--- src/rtl/spi_flash_burst_reader.sv ---
// spi_flash_burst_reader
//   Multi-die sequential flash reader. Splits the inclusive byte range
//   [start_addr..end_addr] into bursts of up to MAX_BURST bytes, never
//   crossing a die boundary and never exceeding the free space of the local
//   byte FIFO. Bursts go to the QSPI controller over a valid/ready command
//   channel; returned bytes are buffered in the FIFO for the host.
// Ports
//   system_clk / system_reset      : clock, async active-high reset
//   start_flag, start_addr,
//   end_addr, mode, abort          : host request (mode 0/1/2 = single/dual/quad)
//   busy, read_finish, err         : host status (finish/err are 1-cycle pulses)
//   cmd_valid/ready/die/addr/
//   len/mode                       : burst command channel to the controller
//   rx_valid, rx_data, rx_last     : returned bytes from the controller
//   read_req, fifo_dataOut,
//   empty, full, fifo_level        : host-side FIFO pop interface
module spi_flash_burst_reader #(
  parameter int ADDR_W     = 32,
  parameter int DIE_ADDR_W = 25,
  parameter int DIE_CNT    = 2,
  parameter int MAX_BURST  = 16,
  parameter int FIFO_DEPTH = 64,
  localparam int DIE_W     = (DIE_CNT > 1) ? $clog2(DIE_CNT) : 1,
  localparam int LEN_W     = $clog2(MAX_BURST + 1),
  localparam int LVL_W     = $clog2(FIFO_DEPTH + 1)
) (
  input  logic                  system_clk,
  input  logic                  system_reset,
  input  logic                  start_flag,
  input  logic [ADDR_W-1:0]     start_addr,
  input  logic [ADDR_W-1:0]     end_addr,
  input  logic [1:0]            mode,
  input  logic                  abort,
  output logic                  busy,
  output logic                  read_finish,
  output logic                  err,
  output logic                  cmd_valid,
  input  logic                  cmd_ready,
  output logic [DIE_W-1:0]      cmd_die,
  output logic [DIE_ADDR_W-1:0] cmd_addr,
  output logic [LEN_W-1:0]      cmd_len,
  output logic [1:0]            cmd_mode,
  input  logic                  rx_valid,
  input  logic [7:0]            rx_data,
  input  logic                  rx_last,
  input  logic                  read_req,
  output logic [7:0]            fifo_dataOut,
  output logic                  empty,
  output logic                  full,
  output logic [LVL_W-1:0]      fifo_level
);

  // Address arithmetic is one bit wider than ADDR_W so curr can step past
  // an end_addr at the top of the address space without wrapping.
  localparam int CW    = ADDR_W + 1;
  localparam int PTR_W = (FIFO_DEPTH > 1) ? $clog2(FIFO_DEPTH) : 1;
  localparam logic [CW-1:0] DIE_SIZE    = CW'(1) << DIE_ADDR_W;
  localparam logic [CW-1:0] TOTAL_BYTES = CW'(DIE_CNT) << DIE_ADDR_W;

  typedef enum logic [2:0] {
    S_IDLE,
    S_CHECK,
    S_ISSUE,
    S_WAIT_DATA,
    S_DONE
  } state_t;

  state_t                state_q, state_d;
  logic [CW-1:0]         curr_q, curr_d;
  logic [CW-1:0]         last_q, last_d;
  logic [1:0]            mode_q, mode_d;
  logic [LEN_W-1:0]      rx_cnt_q, rx_cnt_d;
  logic                  abort_pend_q, abort_pend_d;
  logic                  busy_q, busy_d;
  logic                  finish_q, finish_d;
  logic                  err_q, err_d;
  logic                  cmd_valid_q, cmd_valid_d;
  logic [DIE_W-1:0]      cmd_die_q, cmd_die_d;
  logic [DIE_ADDR_W-1:0] cmd_addr_q, cmd_addr_d;
  logic [LEN_W-1:0]      cmd_len_q, cmd_len_d;

  logic [7:0]            mem_q [FIFO_DEPTH];
  logic [PTR_W-1:0]      wr_ptr_q, wr_ptr_d;
  logic [PTR_W-1:0]      rd_ptr_q, rd_ptr_d;
  logic [LVL_W-1:0]      level_q, level_d;
  logic [7:0]            dout_q, dout_d;

  logic                  push_req, push, pop;
  logic                  full_w, empty_w;
  logic [CW-1:0]         remain, die_room, credit, len_w;
  logic [LEN_W-1:0]      issue_len;

  assign full_w   = (level_q == LVL_W'(FIFO_DEPTH));
  assign empty_w  = (level_q == '0);
  assign push_req = (state_q == S_WAIT_DATA) && rx_valid;
  assign push     = push_req && !full_w;
  assign pop      = read_req && !empty_w;

  // Burst length: smallest of burst cap, bytes left, bytes left in this die
  // and free FIFO space. Only one burst is ever outstanding, and the FIFO can
  // only drain while a command waits, so the free-space term stays safe.
  always_comb begin
    remain   = last_q - curr_q + CW'(1);
    die_room = DIE_SIZE - CW'(curr_q[DIE_ADDR_W-1:0]);
    credit   = CW'(FIFO_DEPTH) - CW'(level_q);
    len_w    = CW'(MAX_BURST);
    if (remain < len_w)   len_w = remain;
    if (die_room < len_w) len_w = die_room;
    if (credit < len_w)   len_w = credit;
    issue_len = LEN_W'(len_w);
  end

  always_comb begin
    state_d      = state_q;
    curr_d       = curr_q;
    last_d       = last_q;
    mode_d       = mode_q;
    rx_cnt_d     = rx_cnt_q;
    abort_pend_d = abort_pend_q;
    err_d        = 1'b0;
    finish_d     = 1'b0;
    cmd_valid_d  = cmd_valid_q;
    cmd_die_d    = cmd_die_q;
    cmd_addr_d   = cmd_addr_q;
    cmd_len_d    = cmd_len_q;

    unique case (state_q)
      S_IDLE: begin
        if (start_flag) begin
          curr_d       = {1'b0, start_addr};
          last_d       = {1'b0, end_addr};
          mode_d       = mode;
          abort_pend_d = 1'b0;
          state_d      = S_CHECK;
        end
      end
      S_CHECK: begin
        if ((mode_q == 2'd3) || (curr_q > last_q) || (last_q >= TOTAL_BYTES)) begin
          err_d   = 1'b1;
          state_d = S_IDLE;
        end else begin
          state_d = S_ISSUE;
        end
      end
      S_ISSUE: begin
        if (cmd_valid_q) begin
          // A handshake in the same cycle as abort wins: the controller has
          // the command, so the burst is collected and the abort applied after.
          if (cmd_ready) begin
            cmd_valid_d  = 1'b0;
            curr_d       = curr_q + CW'(cmd_len_q);
            rx_cnt_d     = cmd_len_q;
            abort_pend_d = abort;
            state_d      = S_WAIT_DATA;
          end else if (abort) begin
            cmd_valid_d = 1'b0;
            state_d     = S_IDLE;
          end
        end else if (abort) begin
          state_d = S_IDLE;
        end else if (issue_len != '0) begin
          cmd_valid_d = 1'b1;
          cmd_len_d   = issue_len;
          cmd_die_d   = curr_q[DIE_ADDR_W +: DIE_W];
          cmd_addr_d  = curr_q[DIE_ADDR_W-1:0];
        end
      end
      S_WAIT_DATA: begin
        if (abort) abort_pend_d = 1'b1;
        if (rx_valid) begin
          rx_cnt_d = rx_cnt_q - LEN_W'(1);
          if (rx_last || (rx_cnt_q == LEN_W'(1))) begin
            if (abort_pend_q || abort) begin
              state_d = S_IDLE;
            end else if (curr_q > last_q) begin
              finish_d = 1'b1;
              state_d  = S_DONE;
            end else begin
              state_d = S_ISSUE;
            end
          end
        end
      end
      S_DONE: begin
        state_d = S_IDLE;
      end
      default: state_d = S_IDLE;
    endcase

    busy_d = (state_d != S_IDLE);
  end

  always_comb begin
    wr_ptr_d = wr_ptr_q;
    rd_ptr_d = rd_ptr_q;
    level_d  = level_q;
    dout_d   = dout_q;
    if (push) wr_ptr_d = wr_ptr_q + PTR_W'(1);
    if (pop) begin
      rd_ptr_d = rd_ptr_q + PTR_W'(1);
      dout_d   = mem_q[rd_ptr_q];
    end
    unique case ({push, pop})
      2'b10:   level_d = level_q + LVL_W'(1);
      2'b01:   level_d = level_q - LVL_W'(1);
      default: level_d = level_q;
    endcase
  end

  always_ff @(posedge system_clk or posedge system_reset) begin
    if (system_reset) begin
      state_q      <= S_IDLE;
      curr_q       <= '0;
      last_q       <= '0;
      mode_q       <= '0;
      rx_cnt_q     <= '0;
      abort_pend_q <= 1'b0;
      busy_q       <= 1'b0;
      finish_q     <= 1'b0;
      err_q        <= 1'b0;
      cmd_valid_q  <= 1'b0;
      cmd_die_q    <= '0;
      cmd_addr_q   <= '0;
      cmd_len_q    <= '0;
      wr_ptr_q     <= '0;
      rd_ptr_q     <= '0;
      level_q      <= '0;
      dout_q       <= '0;
    end else begin
      state_q      <= state_d;
      curr_q       <= curr_d;
      last_q       <= last_d;
      mode_q       <= mode_d;
      rx_cnt_q     <= rx_cnt_d;
      abort_pend_q <= abort_pend_d;
      busy_q       <= busy_d;
      finish_q     <= finish_d;
      err_q        <= err_d;
      cmd_valid_q  <= cmd_valid_d;
      cmd_die_q    <= cmd_die_d;
      cmd_addr_q   <= cmd_addr_d;
      cmd_len_q    <= cmd_len_d;
      wr_ptr_q     <= wr_ptr_d;
      rd_ptr_q     <= rd_ptr_d;
      level_q      <= level_d;
      dout_q       <= dout_d;
    end
  end

  // Storage has no reset; emptiness is tracked by the pointers and level.
  always_ff @(posedge system_clk) begin
    if (push) mem_q[wr_ptr_q] <= rx_data;
  end

  push_while_full: assert property (@(posedge system_clk) disable iff (system_reset)
    !(push_req && full_w));

  assign busy         = busy_q;
  assign read_finish  = finish_q;
  assign err          = err_q;
  assign cmd_valid    = cmd_valid_q;
  assign cmd_die      = cmd_die_q;
  assign cmd_addr     = cmd_addr_q;
  assign cmd_len      = cmd_len_q;
  assign cmd_mode     = mode_q;
  assign fifo_dataOut = dout_q;
  assign empty        = empty_w;
  assign full         = full_w;
  assign fifo_level   = level_q;

endmodule

--- config.mk ---
export PLATFORM = sky130hd
export DESIGN_NAME = spi_flash_burst_reader
export DESIGN_NICKNAME = d
export VERILOG_FILES = /design/src/rtl/spi_flash_burst_reader.sv
export SDC_FILE = /design/constraint.sdc
export NUM_CORES = 1
export LEC_CHECK = 0
export CAP_MARGIN = 20
export CORE_MARGIN = 10
export CORE_UTILIZATION = 65
export CTS_BUF_LIST = sky130_fd_sc_hd__clkbuf_16
export DETAILED_ROUTE_END_ITERATION = 8
export PLACE_DENSITY = 0.89
export SLEW_MARGIN = 20
export SYNTH_ARGS = -nofsm -noshare
export SYNTH_HDL_FRONTEND = slang
export SYNTH_SLANG_ARGS = --single-unit
--- constraint.sdc ---
create_clock -name system_clk -period 16.45 [get_ports system_clk]
set_input_delay 1.645 -clock system_clk [delete_from_list [all_inputs] [get_ports system_clk]]
set_output_delay 1.645 -clock system_clk [all_outputs]
set_load 0.01 [all_outputs]
==> results.yml <==
finish:
  nNetsFinal: 2606
  seq_area_um2: 18800
  area_growth_pct: 12.0
  fillCellCount: 2819
  fin_util: 0.741
  drive_gt1_frac: 0.142
  final_cells: 3024
  multiInputGateArea_um2: 12300
  design_area_um2: 35600
synth:
  synth_edf_count: 512
  synth_area_per_cell_um2: 14.2
  syn_inst: 2233
  ys_ff_latch: 650
  yosysUniqueCellTypes: 85
  synthArstFlopShare: 0.212
  yosysWarnings: 0
  seq_area_frac_synth: 0.592
  synthFlopType: "edfxtp_1"
  syn_area_um2: 31800
hold_path:
  holdPathStages: 2
  hp-class: "flop to flop"
  hold_path_startpoint: "abort_pend_q"
  hold_end: "abort_pend_q"
detailed_routing:
  vias: 20900
  firstDrtPassIters: 6
  wl_um: 91300
  avgViaCountPerCell: 6.91
  drtAntennaViolNets: 0
  wl_per_cell_um: 30.2
  first_iter_violations: 2613
  drcViolationCount: 0
setup_path:
  r2r_start: "curr_q[13]"
  critical_path_class: "flop to flop"
  cp-end-kind: "flop"
  cp-startpoint: "curr_q[13]"
  timing.rr.end: "cmd_die"
  cp_slowest_stage_delay_ps: 740
  ff2ff_setup_slack_ps: 6480
  reg2reg_depth: 35
  cp_slowest_cell: "nor3_2"
  crit_arrival_ps: 10480
  start_kind: "flop"
  cp_max_fo: 32
  cp_num_buf_inv: 2
  critPathRequiredTime_ps: 16960
  crit_family: "compound AO/OA/AOI/OAI gates"
sta:
  post-route-period-util: 0.606
  timing.setup.tns_ps: 0
  rsz0062_at_grt: "false"
  min_period_ps: 9970
  skew_ps: 41.8
  fmax_mhz: 100
  setup_viol: 0
  tightest_slew_ps: 1070
  relSlewSlack: 0.285
  hold_ws_ps: 488
  hold_viol: 0
  drv_slew: 0
  worst_slack_ps: 6480
power_and_ir_drop:
  clkPwrFrac: 0.206
  vdd_drop_max_uv: 158
  finalPower_mw: 6.82
  internal-power_mw: 4.09
  pwr-share-seq: 0.327
  powerDensity_nw_per_um2: 192
  leakagePower_nw: 13.1
  p_comb_frac: 0.467
  swShare: 0.401
  switchingPower_mw: 2.74
floorplan:
  die_x_um: 241
  core_area_um2: 48000
  initial_core_util: 0.662
  ioPinCount: 136
  rows: 80
  die_area_um2: 58200
  die_h_um: 241
clocking:
  path_clk_slew_ps: 60
  cts_root_buffer: "clkbuf_16"
  cts.repair.resized: 0
  insertion_delay_ps: 660
  cts_made_buffers: 61
  cts_setup_buffers: 0
  clock_sinks: 650
  cts_hold_buf: 0
  h-tree-depth: 2
  cts_max_path_buffers: 3
  cts_tree: "done"
global_routing:
  grt_max_degree: 83
  grt_pass1_wl_um: 137000
  grt_pass1_vias: 21100
  overflow: 0
  grt_util_all_layers: 0.318
  antenna_found_initial: 2
flow_run:
  maxCapViolations: 0
placed_design:
  dp_cells: 2908
  routabilityCongestion: 0.984
  postPlaceCellArea_um2: 33600
  dp_hpwl_um: 59200
  io_buffer_count: 135
  dp_slack_ps: 6750
outcome:
  status: "finished clean"
-- kinds of logic after synthesis --
group	Yosys count	share of synthesized area
AO/OA/AOI/OAI	394	0.0795
XOR/XNOR	71	0.0200
adder cells (fa/ha/maj)	170	0.0675
buffers and inverters	211	0.0259
flip-flops	650	0.592
multiplexers	213	0.138
other	1	0.000118
AND/OR/NAND/NOR	523	0.0766
-- routing by layer --
layer / GRT usage / vias to the layer above / wire, um
met5: 0 / - / 25
met2: 0.536 / 1439 / 45500
met4: 0.144 / 4 / 4430
met3: 0.0636 / 244 / 9280
li1: - / 8796 / -
met1: 0.395 / 10400 / 32100
-- flip-flops by register name, summed over array words and instances (netlist names) --
name	flops
busy	1
fifo_dataOut	8
cmd_die	1
fifo_level	7
mem_q	512
err	1
rx_cnt_q	5
cmd_len	5
cmd_valid	1
wr_ptr_q	6
state_q	3
rd_ptr_q	6
cmd_addr	25
abort_pend_q	1
last_q	32
cmd_mode	2
curr_q	33
read_finish	1
-- cell type report --
cell class                 count  area share
sequential                   650       0.529
multi-input combinational   1399       0.344
clock buffer                  62      0.0436
timing repair buffer         149      0.0404
tap                          615      0.0216
clock inverter                53      0.0112
inverter                      95      0.0102
antenna                        1   0.0000703
-- cell usage after synthesis, types with 9 or more instances --
cell type,instances,share of area
nand3_1,43,0.0068
xor2_1,18,0.0050
a21o_1,47,0.011
xnor2_1,51,0.014
ha_1,165,0.065
nor4_1,18,0.0035
and3_1,9,0.0018
edfxtp_1,512,0.48
buf_1,23,0.0027
a211oi_1,13,0.0031
o22ai_1,13,0.0026
o21ai_0,104,0.016
nand4_1,37,0.0073
nor2_1,139,0.016
a31oi_1,14,0.0028
mux2_4,28,0.013
mux4_2,168,0.12
or3_1,9,0.0018
a21oi_1,103,0.016
clkbuf_1,84,0.0099
o21a_1,19,0.0045
a22oi_1,14,0.0033
mux2_2,9,0.0032
nor3_1,31,0.0049
and2_1,9,0.0018
nand2_1,180,0.021
dfrtp_1,138,0.11
inv_1,95,0.011
nor2b_1,14,0.0028
-- power groups by stage --
stage                     sequential [mW]  clock, mW  combinational (mW)
after detailed placement             2.25          0                3.11
after CTS                            2.22       1.41                3.16
final                                2.23       1.40                3.19
after global placement               2.24          0                3.02
after floorplan                      2.09          0                2.26
after global routing                 2.25       1.47                3.44
-- worst reg2reg max path: cells and delay by family (launching register included) --
kind,cells,cell delay (ps)
and+or+nand+nor,12,2990
adders and majority gates,4,1450
AOI/OAI and AO/OA,15,3430
buffers and inverters,2,690
muxes,1,410
DFF,1,700
xor gates and xnor gates,1,180
-- worst max-delay path by stage --
stage	endpoint	slack [ps]	cells past startpoint
floorplan	cmd_addr[10]	8650	37
global placement	cmd_addr[24]	6850	33
detailed placement	cmd_die	6750	34
CTS	cmd_die	6690	35
global route	cmd_die	5830	33
finish	cmd_die	6480	35
-- placed cells by master (no fill, tap or decap), types with 21 or more instances in the layout --
cell | netlist | routed
nand4_1 | 37 | 37
clkbuf_16 | 0 | 62
edfxtp_1 | 512 | 512
conb_1 | 1 | 28
a21o_1 | 47 | 47
nor3_1 | 31 | 31
dfrtp_1 | 138 | 135
buf_4 | 1 | 21
clkdlybuf4s50_1 | 0 | 127
nand3_1 | 43 | 43
nand2_1 | 180 | 180
xnor2_1 | 51 | 51
ha_1 | 165 | 165
nor2_1 | 139 | 138
inv_1 | 95 | 111
a21oi_1 | 103 | 103
mux2_4 | 28 | 28
mux4_2 | 168 | 168
o21ai_0 | 104 | 103
No activity file was read; power rests on OpenSTA's default activity.
